File: config.mk
export PLATFORM = sky130hd
export DESIGN_NAME = uart_tx_stream_flat
export DESIGN_NICKNAME = d
export VERILOG_FILES = /design/src/rtl/uart_tx_stream_if.sv /design/src/rtl/uart_tx_stream.sv /design/src/flat_wrapper.sv
export SDC_FILE = /design/constraint.sdc
export NUM_CORES = 1
export LEC_CHECK = 0
export ABC_CLOCK_PERIOD_IN_PS = 7550
export BUFFER_PORTS_ARGS = -buffer_cell sky130_fd_sc_hd__buf_4
export CAP_MARGIN = 20
export CORE_MARGIN = 1.5
export CORE_UTILIZATION = 62
export DETAILED_ROUTE_END_ITERATION = 8
export GPL_ROUTABILITY_DRIVEN = 0
export MAX_ROUTING_LAYER = met4
export PLACE_DENSITY_LB_ADDON = 0.3
export SLEW_MARGIN = 0
export SYNTH_ARGS = -nofsm -noshare
export SYNTH_HDL_FRONTEND = slang
export SYNTH_SLANG_ARGS = --single-unit
export TNS_END_PERCENT = 50
File: constraint.sdc
create_clock -name clk -period 7.55 [get_ports clk]
set_clock_uncertainty 0.05 [all_clocks]
set_input_delay 1.51 -clock clk [delete_from_list [all_inputs] [get_ports clk]]
set_output_delay 1.51 -clock clk [all_outputs]
set_load 0.05 [all_outputs]
File: src/rtl/uart_tx_stream_if.sv
// Word stream into the UART transmitter: 32-bit data with a stb/ack handshake.
// A word moves on a rising clk edge where in_stb and in_ack are both high.
interface uart_tx_stream_if;
  logic [31:0] in_data;
  logic        in_stb;
  logic        in_ack;

  modport master (output in_data, output in_stb, input  in_ack);
  modport slave  (input  in_data, input  in_stb, output in_ack);
endinterface

File: src/rtl/uart_tx_stream.sv
// Buffers stream words in a small FIFO and sends bits [7:0] of each word as
// 8N1 UART frames, LSB first, with one idle cycle between back-to-back frames.
module uart_tx_stream #(
  parameter int CLOCK_FREQUENCY = 100000000,
  parameter int BAUD_RATE       = 115200,
  parameter int FIFO_DEPTH      = 4
) (
  input  logic              clk,
  input  logic              rst_n,
  uart_tx_stream_if.slave   s_in,
  output logic              o_tx,
  output logic              o_busy
);

  localparam int DIVISOR = CLOCK_FREQUENCY / BAUD_RATE;
  localparam int BAUD_W  = (DIVISOR > 2) ? $clog2(DIVISOR) : 1;
  localparam int PTR_W   = $clog2(FIFO_DEPTH);
  localparam int CNT_W   = PTR_W + 1;

  typedef enum logic [1:0] {
    ST_IDLE,
    ST_START,
    ST_DATA,
    ST_STOP
  } state_t;

  logic [7:0]        r_mem [FIFO_DEPTH];
  logic [PTR_W-1:0]  r_wr_ptr;
  logic [PTR_W-1:0]  r_rd_ptr;
  logic [CNT_W-1:0]  r_count;
  logic              r_ack;

  state_t            r_state;
  logic [7:0]        r_shift;
  logic [2:0]        r_bit_idx;
  logic [BAUD_W-1:0] r_baud;
  logic              r_tx;
  logic              r_busy;

  logic              w_push;
  logic              w_pop;
  logic              w_baud_end;
  logic [CNT_W-1:0]  w_count_next;
  logic              w_unused_upper;

  // The upper 24 bits of each word are accepted but never transmitted.
  assign w_unused_upper = ^s_in.in_data[31:8];

  assign w_push     = s_in.in_stb & r_ack;
  assign w_pop      = (r_state == ST_IDLE) && (r_count != '0);
  assign w_baud_end = (r_baud == BAUD_W'(DIVISOR - 1));

  always_comb begin
    w_count_next = r_count;
    case ({w_push, w_pop})
      2'b10:   w_count_next = r_count + CNT_W'(1);
      2'b01:   w_count_next = r_count - CNT_W'(1);
      default: w_count_next = r_count;
    endcase
  end

  assign s_in.in_ack = r_ack;
  assign o_tx        = r_tx;
  assign o_busy      = r_busy;

  // Storage carries no reset; emptiness is tracked by r_count alone.
  always_ff @(posedge clk) begin
    if (w_push) begin
      r_mem[r_wr_ptr] <= s_in.in_data[7:0];
    end
  end

  // Pointers wrap naturally because FIFO_DEPTH is a power of two.
  always_ff @(posedge clk or negedge rst_n) begin
    if (!rst_n) begin
      r_wr_ptr <= '0;
      r_rd_ptr <= '0;
      r_count  <= '0;
      r_ack    <= 1'b0;
    end else begin
      if (w_push) begin
        r_wr_ptr <= r_wr_ptr + PTR_W'(1);
      end
      if (w_pop) begin
        r_rd_ptr <= r_rd_ptr + PTR_W'(1);
      end
      r_count <= w_count_next;
      r_ack   <= (w_count_next < CNT_W'(FIFO_DEPTH));
    end
  end

  // tx and busy are assigned with the value belonging to the state being
  // entered, so both are registered yet line up with the state register.
  always_ff @(posedge clk or negedge rst_n) begin
    if (!rst_n) begin
      r_state   <= ST_IDLE;
      r_shift   <= '0;
      r_bit_idx <= '0;
      r_baud    <= '0;
      r_tx      <= 1'b1;
      r_busy    <= 1'b0;
    end else begin
      case (r_state)
        ST_IDLE: begin
          r_tx <= 1'b1;
          if (w_pop) begin
            r_shift <= r_mem[r_rd_ptr];
            r_baud  <= '0;
            r_state <= ST_START;
            r_tx    <= 1'b0;
            r_busy  <= 1'b1;
          end else begin
            r_busy <= (w_count_next != '0);
          end
        end
        ST_START: begin
          r_busy <= 1'b1;
          if (w_baud_end) begin
            r_baud    <= '0;
            r_bit_idx <= '0;
            r_state   <= ST_DATA;
            r_tx      <= r_shift[0];
          end else begin
            r_baud <= r_baud + BAUD_W'(1);
          end
        end
        ST_DATA: begin
          r_busy <= 1'b1;
          if (w_baud_end) begin
            r_baud  <= '0;
            r_shift <= {1'b0, r_shift[7:1]};
            if (r_bit_idx == 3'd7) begin
              r_state <= ST_STOP;
              r_tx    <= 1'b1;
            end else begin
              r_bit_idx <= r_bit_idx + 3'd1;
              r_tx      <= r_shift[1];
            end
          end else begin
            r_baud <= r_baud + BAUD_W'(1);
          end
        end
        ST_STOP: begin
          r_tx <= 1'b1;
          if (w_baud_end) begin
            r_baud  <= '0;
            r_state <= ST_IDLE;
            r_busy  <= (w_count_next != '0);
          end else begin
            r_baud <= r_baud + BAUD_W'(1);
            r_busy <= 1'b1;
          end
        end
        default: begin
          r_state <= ST_IDLE;
          r_tx    <= 1'b1;
        end
      endcase
    end
  end

endmodule

File: src/flat_wrapper.sv
// flat-port wrapper written by rule: the top's interface ports become plain ports
module uart_tx_stream_flat 
#(
  parameter int CLOCK_FREQUENCY = 100000000,
  parameter int BAUD_RATE       = 115200,
  parameter int FIFO_DEPTH      = 4
)
  (clk, rst_n, o_tx, o_busy, s_in_in_data, s_in_in_stb, s_in_in_ack);
  uart_tx_stream_if s_in_i ();
  input  logic clk;
  input  logic rst_n;
  output logic o_tx;
  output logic o_busy;
  input wire logic [$bits(s_in_i.in_data)-1:0] s_in_in_data;
  input wire logic [$bits(s_in_i.in_stb)-1:0] s_in_in_stb;
  output wire logic [$bits(s_in_i.in_ack)-1:0] s_in_in_ack;
  assign s_in_i.in_data = s_in_in_data;
  assign s_in_i.in_stb = s_in_in_stb;
  assign s_in_in_ack = s_in_i.in_ack;
  uart_tx_stream #(.CLOCK_FREQUENCY(CLOCK_FREQUENCY), .BAUD_RATE(BAUD_RATE), .FIFO_DEPTH(FIFO_DEPTH)) u_core (.clk(clk), .rst_n(rst_n), .s_in(s_in_i), .o_tx(o_tx), .o_busy(o_busy));
endmodule
# Word-level counts from Yosys, hierarchy flattened
# Memories as Yosys holds them, arrays and structs flattened.
# Cells that the tools add are included.
[totals] ram_bits=32 n_memories=1 reg_bits=33 word_cells=71 out_inout_bits=3 in_bits=35
[op_classes] eq_ne=13 n_addsub=6 n_lt_le_gt_ge=1 n_reduce_logical=12 bitwise_logic=1 mux=27
[memory_table] name="u_core.r_mem" depth=4 width=8 read_ports=1 rd_ports_with_merged_regs=0 write_ports=1 line_no="uart_tx_stream.sv:27" source="logic [7:0] r_mem [FIFO_DEPTH];"
[ops] operator="2-to-1 mux 10 bit" count=2
[ops] operator="case mux 10 bit (2 select lines)" count=1
[ops] operator="2-to-1 mux 8 bit" count=2
[ops] operator="case mux 8 bit (2 select lines)" count=1
[ops] operator="case mux 3 bit (2 select lines)" count=2
[ops] operator="adder 10 x 1 -> 10 bit (second input constant)" count=1
[ops] operator="== test 10 bit (second input constant)" count=1
[ops] operator="2-to-1 mux 2 bit" count=5
[ops] operator="inequality test 2 x 1 -> 1 bit (second input constant)" count=5
[ops] operator="2-to-1 mux 3 bit" count=3
[ops] operator="2-to-1 mux 1 bit" count=8
[ops] operator="case mux 2 bit (4 select lines)" count=1
[ops] operator="adder 3 x 1 -> 3 bit (second input constant)" count=2
[ops] operator="== test 2 bit (second input constant)" count=3
[ops] operator="nonzero test 3 bit" count=2
[ops] operator="AND reduction 5 bit" count=1
[ops] operator="adder 2 x 1 -> 2 bit (second input constant)" count=2
[ops] operator="== test 2 x 1 -> 1 bit (second input constant)" count=2
[ops] operator="case mux 1 bit (4 select lines)" count=1
[ops] operator="AND reduction 4 bit" count=1
[ops] operator="nonzero test 2 bit" count=2
[ops] operator="== test 3 bit (second input constant)" count=1
[ops] operator="less-than comparator 3 bit (second input constant)" count=1
[ops] operator="case mux 1 bit (3 select lines)" count=1
[ops] operator="other kinds (9)" count=9

# Longest topological paths before layout
# Gate-level depths: netlist of run 1.
[depth] word_depth=7 depth_mapped=12 mapped_depth_nobuf=11

# Worst setup path after synthesis of run 1
# No wires, ideal clock.
[synth_path] kind="input-to-reg" startpoint="in s_in_in_stb" endpoint="reg u_core.r_busy (netlist: u_core.o_busy)" n_path_buf=0 required_time_ns=7.376 slack_ns=4.275 t_arrival_ns=3.101 stages=8 setup_time_ns=0.124 cell_sequence="nand2_1 ha_1 inv_1 fa_1 nand2b_1 a221oi_1 a31oi_1 o31a_1"
[synth_between] elab_chain_cells=6 elab_cells_between_ends=8 classes_between="eq/ne (2); mux (4); bitwise (1); reduce/logical (1)"
[synth_lines] element="start: declaration" line_no="flat_wrapper.sv:15" source="input wire logic [$bits(s_in_i.in_stb)-1:0] s_in_in_stb;"
[synth_lines] element="AND 1 bit *" line_no="uart_tx_stream.sv:49" source="assign w_push = s_in.in_stb & r_ack;"
[synth_lines] element="== test 2 x 1 -> 1 bit / == test 2 bit (equally long branches)" line_no="uart_tx_stream.sv:55" source="case ({w_push, w_pop})"
[synth_lines] element="case mux 3 bit (2 select lines) *" line_no="uart_tx_stream.sv:55"
[synth_lines] element="nonzero test 3 bit *" line_no="uart_tx_stream.sv:113, uart_tx_stream.sv:148"
[synth_lines] element="2-to-1 mux 1 bit (on tied branches)" line_no="uart_tx_stream.sv:145, uart_tx_stream.sv:106"
[synth_lines] element="case mux 1 bit (3 select lines) *" line_no="uart_tx_stream.sv:103" source="case (r_state)"
[synth_lines] element="end signal: assignment" line_no="uart_tx_stream.sv:113" source="r_busy <= (w_count_next != '0);"
[synth_lines] element="end signal: assignment" line_no="uart_tx_stream.sv:148" source="r_busy <= (w_count_next != '0);"
[synth_lines] element="end: declaration" line_no="uart_tx_stream.sv:38" source="logic r_busy;"
# Mark *: on every way between the ends. The rest lies on a longest branch, timed or not.
# A chain may end at the register's enable or synchronous reset.

# Final worst setup path of run 1
# Ends and elaborated chain as after synthesis.

==> results of run 1 <==
## synth_stat cells, drive strengths merged, types with 2 or more instances
cell / n / share of area (%)
a31oi: 4 / 0.83
inv: 12 / 1.5
and3: 4 / 0.83
nor3: 2 / 0.33
xor2: 3 / 0.87
nor4: 2 / 0.42
ha: 12 / 5.0
a22o: 6 / 1.7
nand3b: 2 / 0.50
mux4: 8 / 6.0
nand3: 6 / 1.0
edfxtp: 32 / 32
a21o: 3 / 0.75
xnor2: 5 / 1.5
and2: 4 / 0.83
dfrtp: 32 / 27
nand2b: 2 / 0.42
nand2: 18 / 2.2
buf: 3 / 0.42
o21ai: 9 / 1.5
nor2: 7 / 0.87
a21oi: 3 / 0.50
mux2: 18 / 6.7
a221oi: 2 / 0.58
clkbuf: 5 / 0.62
## metal layers
layer	vias to the layer above	GRT usage (%)	routed length, µm
met5	-	-	0
met4	0	12.2	97
met3	9	4.56	196
met2	30	30.2	2150
met1	820	28.9	2280
li1	840	-	-
## state kept, by name, indices dropped and copies added (netlist names)
register,count
u_core.r_mem,32
u_core.r_baud,10
u_core.r_shift,8
u_core.r_bit_idx,3
u_core.r_count,3
u_core.r_rd_ptr,2
u_core.r_state,2
u_core.r_wr_ptr,2
u_core.o_busy,1
u_core.o_tx,1
u_core.s_in.in_ack,1
## final cells by class
cell class / instances / area, µm²
Clock inverter: 5 / 56.3
Timing Repair Buffer: 13 / 97.6
Multi-Input combinational cell: 134 / 1140
Fill cell: 327 / 1360
Clock buffer: 11 / 131
Sequential cell: 65 / 1790
Inverter: 12 / 45.0
Tap cell: 54 / 67.6
## worst max-delay path, stage by stage
cell,delay [ns]
buf_4,0.12
nand2_1,0.12
ha_1,0.23
inv_1,0.07
fa_1,0.47
nand2b_1,0.06
a221oi_1,0.36
a31oi_1,0.15
o31a_1,0.26
## logic make-up (layout without fill, tap and decap cells)
family,after synthesis,in the layout
AO/OA/AOI/OAI,32,32
XOR/XNOR,8,8
adder cells (fa/ha/maj),13,13
buffers and inverters,20,41
flip-flops,65,65
multiplexers,27,27
AND/OR/NAND/NOR,54,54
## power breakdown
group	leakage [µW]	internal, µW	switching [µW]	total (µW)
sequential	0.000700	475	78.4	553
combinational	0.000556	258	246	504
clock	0.0000933	152	127	279
## layout by cell type (no fill, tap or decap), types with 2 or more instances in the layout
cell and n:
a21o_1 3, a21oi_1 3, a221oi_1 2, a22o_1 6, a31oi_1 4, and2_1 4, and3_1 4, buf_4 13
clkbuf_1 2, clkbuf_8 9, clkinv_2 2, dfrtp_1 32, edfxtp_1 32, ha_1 12, inv_1 12, mux2_2 18
mux4_2 8, nand2_1 18, nand2b_1 2, nand3_1 6, nand3b_1 2, nor2_1 7, nor3_1 2, nor4_1 2
o21ai_0 9, xnor2_1 5, xor2_1 3
## through the flow
| step | instance area, µm² | total power (µW) | util [%] | hold slack (ns) | setup WS, ns |
|---|---|---|---|---|---|
| floorplan | 3010 | 955 | - | 0.425 | 4.28 |
| global placement | 3140 | 1050 | 67.0 | 0.419 | 4.03 |
| detailed placement | 3140 | 1070 | 67.0 | 0.421 | 3.98 |
| CTS | 3330 | 1350 | 71.0 | 0.431 | 4.34 |
| global route | 3330 | 1420 | 71.0 | 0.469 | 4.21 |
| finish | 3330 | 1340 | 71.0 | 0.428 | 4.35 |
## path summary, 6_finish.rpt
check,from,endpoint,slack (ns),depth (start not counted)
max,s_in_in_stb,u_core.o_busy,4.35,9
min,u_core.o_tx,u_core.o_tx,0.43,2
max reg2reg,u_core.r_state[0],u_core.o_busy,4.52,11
min reg2reg,u_core.o_tx,u_core.o_tx,0.43,2
max in group asynchronous,rst_n,u_core.o_tx,6.07,1
min in group asynchronous,rst_n,u_core.r_shift[5],1.04,1
==> flow_metrics.env, run 1 <==
export IMPL_outcome="complete, no violations"
export IMPL_drt_iter0_drc=89
export IMPL_dieHeight_um=72.7
export IMPL_rsz0062_at_grt="no"
export IMPL_antennaDiodeCount=0
export IMPL_synth_top_family_by_area="multiplexers"
export IMPL_syn_area_per_cell_um2=13.7
export IMPL_cts_tree="done"
export IMPL_grt_pass1_wl_mm=7.96
export IMPL_leakage_uw=0.00135
export IMPL_area_growth_pct=10.7
export IMPL_fin_crit_ns=3.20
export IMPL_drt_wl_total_mm=4.73
export IMPL_ys_seq_area_share_pct=59.4
export IMPL_synth_edf_count=32
export IMPL_synth_adder_area_share_pct=5.65
export IMPL_die_w_um=72.7
export IMPL_via_count=1699
export IMPL_synth_mux_area_share_pct=13.1
export IMPL_crit_type="in2reg"
export IMPL_overflow=0
export IMPL_endpoint_kind="flip-flop"
export IMPL_drive_above_1_share_pct=24.2
export IMPL_post_cts_repair_setup_buffers=0
export IMPL_path_clk_slew_ns=0.07
export IMPL_cts_sinks=65
export IMPL_antenna_found_initial=0
export IMPL_ys_warn_count=0
export IMPL_slew_headroom_pct=55.2
export IMPL_yosys_cell_types_count=41
export IMPL_clockBufferDepth=2
export IMPL_power_per_cell_area_mw_per_mm2=401
export IMPL_dp_hpwl_mm=3.24
export IMPL_min_period_over_period_pct=42.4
export IMPL_synth_compound_area_share_pct=7.69
export IMPL_synthSimpleGateAreaFrac_pct=9.31
export IMPL_synth_nets=267
export IMPL_htree_levels=3
export IMPL_final_setup_tns_ns=0
export IMPL_cp_required_ns=7.72
export IMPL_max_freq_ghz=0.313
export IMPL_crit_fanout=5
export IMPL_track_usage_pct=21.3
export IMPL_layout_nets=283
export IMPL_tightest_slew_ns=0.673
export IMPL_ctsHoldBuffers=0
export IMPL_route_detailed_drc=0
export IMPL_port_buffers=13
export IMPL_hold_viol_final=0
export IMPL_post_drt_via_cell_ratio=5.78
export IMPL_worstSkewPairLatency_ns=0.34
export IMPL_async_reset_ff_share_pct=50.8
export IMPL_dr_pass1_iters=4
export IMPL_ys_ff_latch=65
export IMPL_setup_violations=0
export IMPL_syn_area_mm2=0.00301
export IMPL_core_area_mm2=0.00469
export IMPL_synth_xor_area_share_pct=2.33
export IMPL_syn_inst=219
export IMPL_root_buffer="clkbuf_8"
export IMPL_wl_per_cell_um=16.1
export IMPL_boundaryPins=38
export IMPL_worstPathArrival_ns=3.37
export IMPL_synth_ff_type="edfxtp_1"
export IMPL_hold_path_class="reg2reg"
export IMPL_dp_cells=278
export IMPL_die_area_mm2=0.00528
export IMPL_start_util_pct=64.1
export IMPL_cts_resized=0
export IMPL_ant_nets=0
export IMPL_instances_no_fill=294
export IMPL_grt_start_max_net_pins=34
export IMPL_rows=25
export IMPL_drv_slew=0
export IMPL_cts_made_buffers=9
export IMPL_start_kind="input port"
export IMPL_maxCapViolCount=0
export IMPL_vdd_drop_max_uv=239
export IMPL_grt_pass1_vias=1712
Note: power is estimated with default switching activity, not from simulation.
==> inputs of run 2 (changes only) <==
- ABC_AREA: default -> 1
- ABC_CLOCK_PERIOD_IN_PS: 7550 -> 2720
- CORE_UTILIZATION: 62 -> 52
- clock period: 7.55 -> 2.72 ns (I/O delays scaled with it)
==> run 2 against run 1 <==
Sequential power rose to 2.7 times the previous value. Synthesized cell count up 47%. Critical path depth increased by 3. Hold slack worse by 0.35 ns. Via count is 30% higher. Non-clock buffer count increased by 6. Utilization fell by 9.0 points. Synthesized area grew 2.5%. Final cell count up 44%. Critical endpoint unchanged. Flip-flop and latch count stayed put. Setup slack got worse by 4.0 ns.
==> flow_metrics.env, run 2 <==
export IMPL_outcome="complete, no violations"
export IMPL_top_layer="met4"
export IMPL_drt_wl_total_mm=5.72
export IMPL_layout_nets=394
export IMPL_drive_above_1_share_pct=13.4
export IMPL_antenna_found_initial=0
export IMPL_final_common_cell="nand2_1"
export IMPL_final_setup_tns_ns=0
export IMPL_async_reset_ff_share_pct=50.8
export IMPL_start_util_pct=55.0
export IMPL_setup_violations=0
export IMPL_route_detailed_drc=0
export IMPL_ys_warn_count=0
export IMPL_slew_headroom_pct=59.5
export IMPL_largest_register_ffs=32
export IMPL_htree_levels=3
export IMPL_overflow=0
export IMPL_r2r_end="u_core.o_busy"
export IMPL_instances_no_fill=423
export IMPL_vdd_drop_max_uv=809
export IMPL_reg2reg_depth=12
export IMPL_maxCapViolCount=0
export IMPL_grt_start_max_net_pins=34
export IMPL_max_freq_ghz=0.426
export IMPL_ys_seq_area_share_pct=58.0
export IMPL_path_clk_slew_ns=0.08
export IMPL_drt_iter0_drc=188
export IMPL_track_usage_pct=20.9
export IMPL_synth_nets=370
export IMPL_power_per_cell_area_mw_per_mm2=1120
export IMPL_yosysMostFrequentCell="nand2_1"
export IMPL_dr_wl_met2_mm=2.68
export IMPL_mostFrequentLayoutCells="nand2_1 (89), inv_1 (36), nand3_1 (33)"
export IMPL_filler_cell_count=469
export IMPL_yosys_cell_types_count=30
export IMPL_ys_ff_latch=65
export IMPL_syn_area_per_cell_um2=9.57
export IMPL_antennaDiodeCount=0
export IMPL_ctsHoldBuffers=0
export IMPL_top_regs="u_core.r_mem: 32 flops, u_core.r_baud: 10 flops, u_core.r_shift: 8 flops"
export IMPL_wl_met1_mm=2.71
export IMPL_grt_pass1_vias=2167
export IMPL_tightest_slew_ns=0.607
export IMPL_hold_path_class="in2async"
export IMPL_power_uw=3900
export IMPL_cts_sinks=65
export IMPL_post_cts_repair_setup_buffers=0
export IMPL_die_area_mm2=0.00640
export IMPL_via_count=2203
export IMPL_fin_crit_ns=2.35
export IMPL_dp_hpwl_mm=3.73
export IMPL_ant_nets=0
export IMPL_cts_made_buffers=9
export IMPL_cts_tree="done"
export IMPL_crit_type="reg2reg"
export IMPL_worstPathArrival_ns=2.53
export IMPL_start_kind="flip-flop"
export IMPL_hold_viol_final=0
export IMPL_synth_top_cell_area_share_pct=31.2
export IMPL_synth_ff_type="edfxtp_1"
export IMPL_dp_cells=407
export IMPL_dr_wl_met3_um=228
export IMPL_worstSkewPairLatency_ns=0.34
export IMPL_cp_required_ns=2.90
export IMPL_cts_resized=0
export IMPL_syn_area_mm2=0.00308
export IMPL_endpoint_kind="flip-flop"
export IMPL_synth_commonest_cells="nand2_1 (89), inv_1 (36), nand3_1 (33), dfrtp_1 (32), edfxtp_1 (32)"
export IMPL_clockBufferDepth=2
export IMPL_post_drt_via_cell_ratio=5.21
export IMPL_crit_fanout=4
export IMPL_synth_edf_count=32
export IMPL_boundaryPins=38
export IMPL_top_register="u_core.r_mem"
export IMPL_rsz0062_at_grt="no"
export IMPL_synth_area_leaders="edfxtp_1 (31%), dfrtp_1 (26%), nand2_1 (11%)"
export IMPL_wl_per_cell_um=13.5
export IMPL_die_w_um=80
export IMPL_rrSetupSlack_ns=0.37
export IMPL_root_buffer="clkbuf_8"
export IMPL_dr_pass1_iters=4
export IMPL_port_buffers=13
export IMPL_synth_area_leader_cell="edfxtp_1"
export IMPL_r2r_start="u_core.r_state[0]"
export IMPL_rows=27
export IMPL_grt_pass1_wl_mm=9.74
export IMPL_drv_slew=0
export IMPL_min_period_over_period_pct=86.3
export IMPL_syn_inst=322
export IMPL_area_growth_pct=12.7
export IMPL_dieHeight_um=80
export IMPL_core_area_mm2=0.00561
export IMPL_leakage_uw=0.00156
==> run 2: routing by layer <==
metal | track usage (%) | up-vias
met5 | - | -
met2 | 31.1 | 48
met1 | 26.9 | 1042
met4 | 10.7 | 0
li1 | - | 1102
met3 | 4.46 | 11
==> run 2: area by class of cell <==
class                   instances  area, µm²  area share [%]
flip-flops and latches         65       1790            51.4
multi-input cells             212       1110            32.0
inverters                      39        146            4.21
repair buffers                 19        143            4.10
clock buffers                   9        124            3.56
well taps                      72       90.1            2.59
clock inverters                 7       71.3            2.05
==> run 2: worst max-delay path, stage by stage, from the launching register on <==
cell,delay [ns]
dfrtp_1,0.42
inv_1,0.10
ha_1,0.18
nand2_1,0.08
inv_1,0.10
ha_1,0.17
inv_1,0.07
fa_1,0.48
o21ai_0,0.10
nor2_1,0.11
nand3_1,0.13
o21ai_0,0.18
nand2_1,0.06
==> run 2: cells by family (layout without fill, tap and decap cells) <==
logic type                 after synthesis  in the layout  synth area share, %
buffers and inverters                   45             74                 5.88
AOI/OAI and AO/OA                       35             35                 6.37
and+or+nand+nor                        158            158                 22.5
DFF                                     65             65                 58.0
adders and majority gates               13             13                 5.52
xor gates and xnor gates                 6              6                 1.70
==> run 2: stage by stage <==
| stage | worst slack [ns] | hold WS (ns) | utilization (%) | area, µm² |
|---|---|---|---|---|
| 6_report | 0.372 | 0.0818 | 62.0 | 3480 |
| 5_1_grt | 0.107 | 0.108 | 62.0 | 3480 |
| 4_1_cts | 0.374 | 0.0897 | 62.0 | 3480 |
| 3_5_place_dp | 0.401 | 0.423 | 58.5 | 3280 |
| 3_3_place_gp | 0.449 | 0.415 | 58.5 | 3280 |
| 2_1_floorplan | 0.568 | 0.198 | - | 3080 |
==> run 2: worst max path at each step <==
stage	from	cells past startpoint	endpoint	slack [ns]
6_report	u_core.r_state[0]	12	u_core.o_busy	0.37
4_1_cts	u_core.r_state[0]	12	u_core.o_busy	0.37
3_3_place_gp	u_core.r_state[0]	12	u_core.o_busy	0.45
5_1_grt	u_core.r_state[0]	12	u_core.o_busy	0.11
2_1_floorplan	u_core.r_state[0]	12	u_core.o_busy	0.57
3_5_place_dp	u_core.r_state[0]	12	u_core.o_busy	0.40
==> run 2: report_power, final <==
| group | switching, µW | leakage [µW] | internal (µW) |
|---|---|---|---|
| clock | 392 | 0.0000929 | 421 |
| combinational | 1020 | 0.000767 | 567 |
| sequential | 192 | 0.000700 | 1310 |
| total | 1610 | 0.00156 | 2300 |
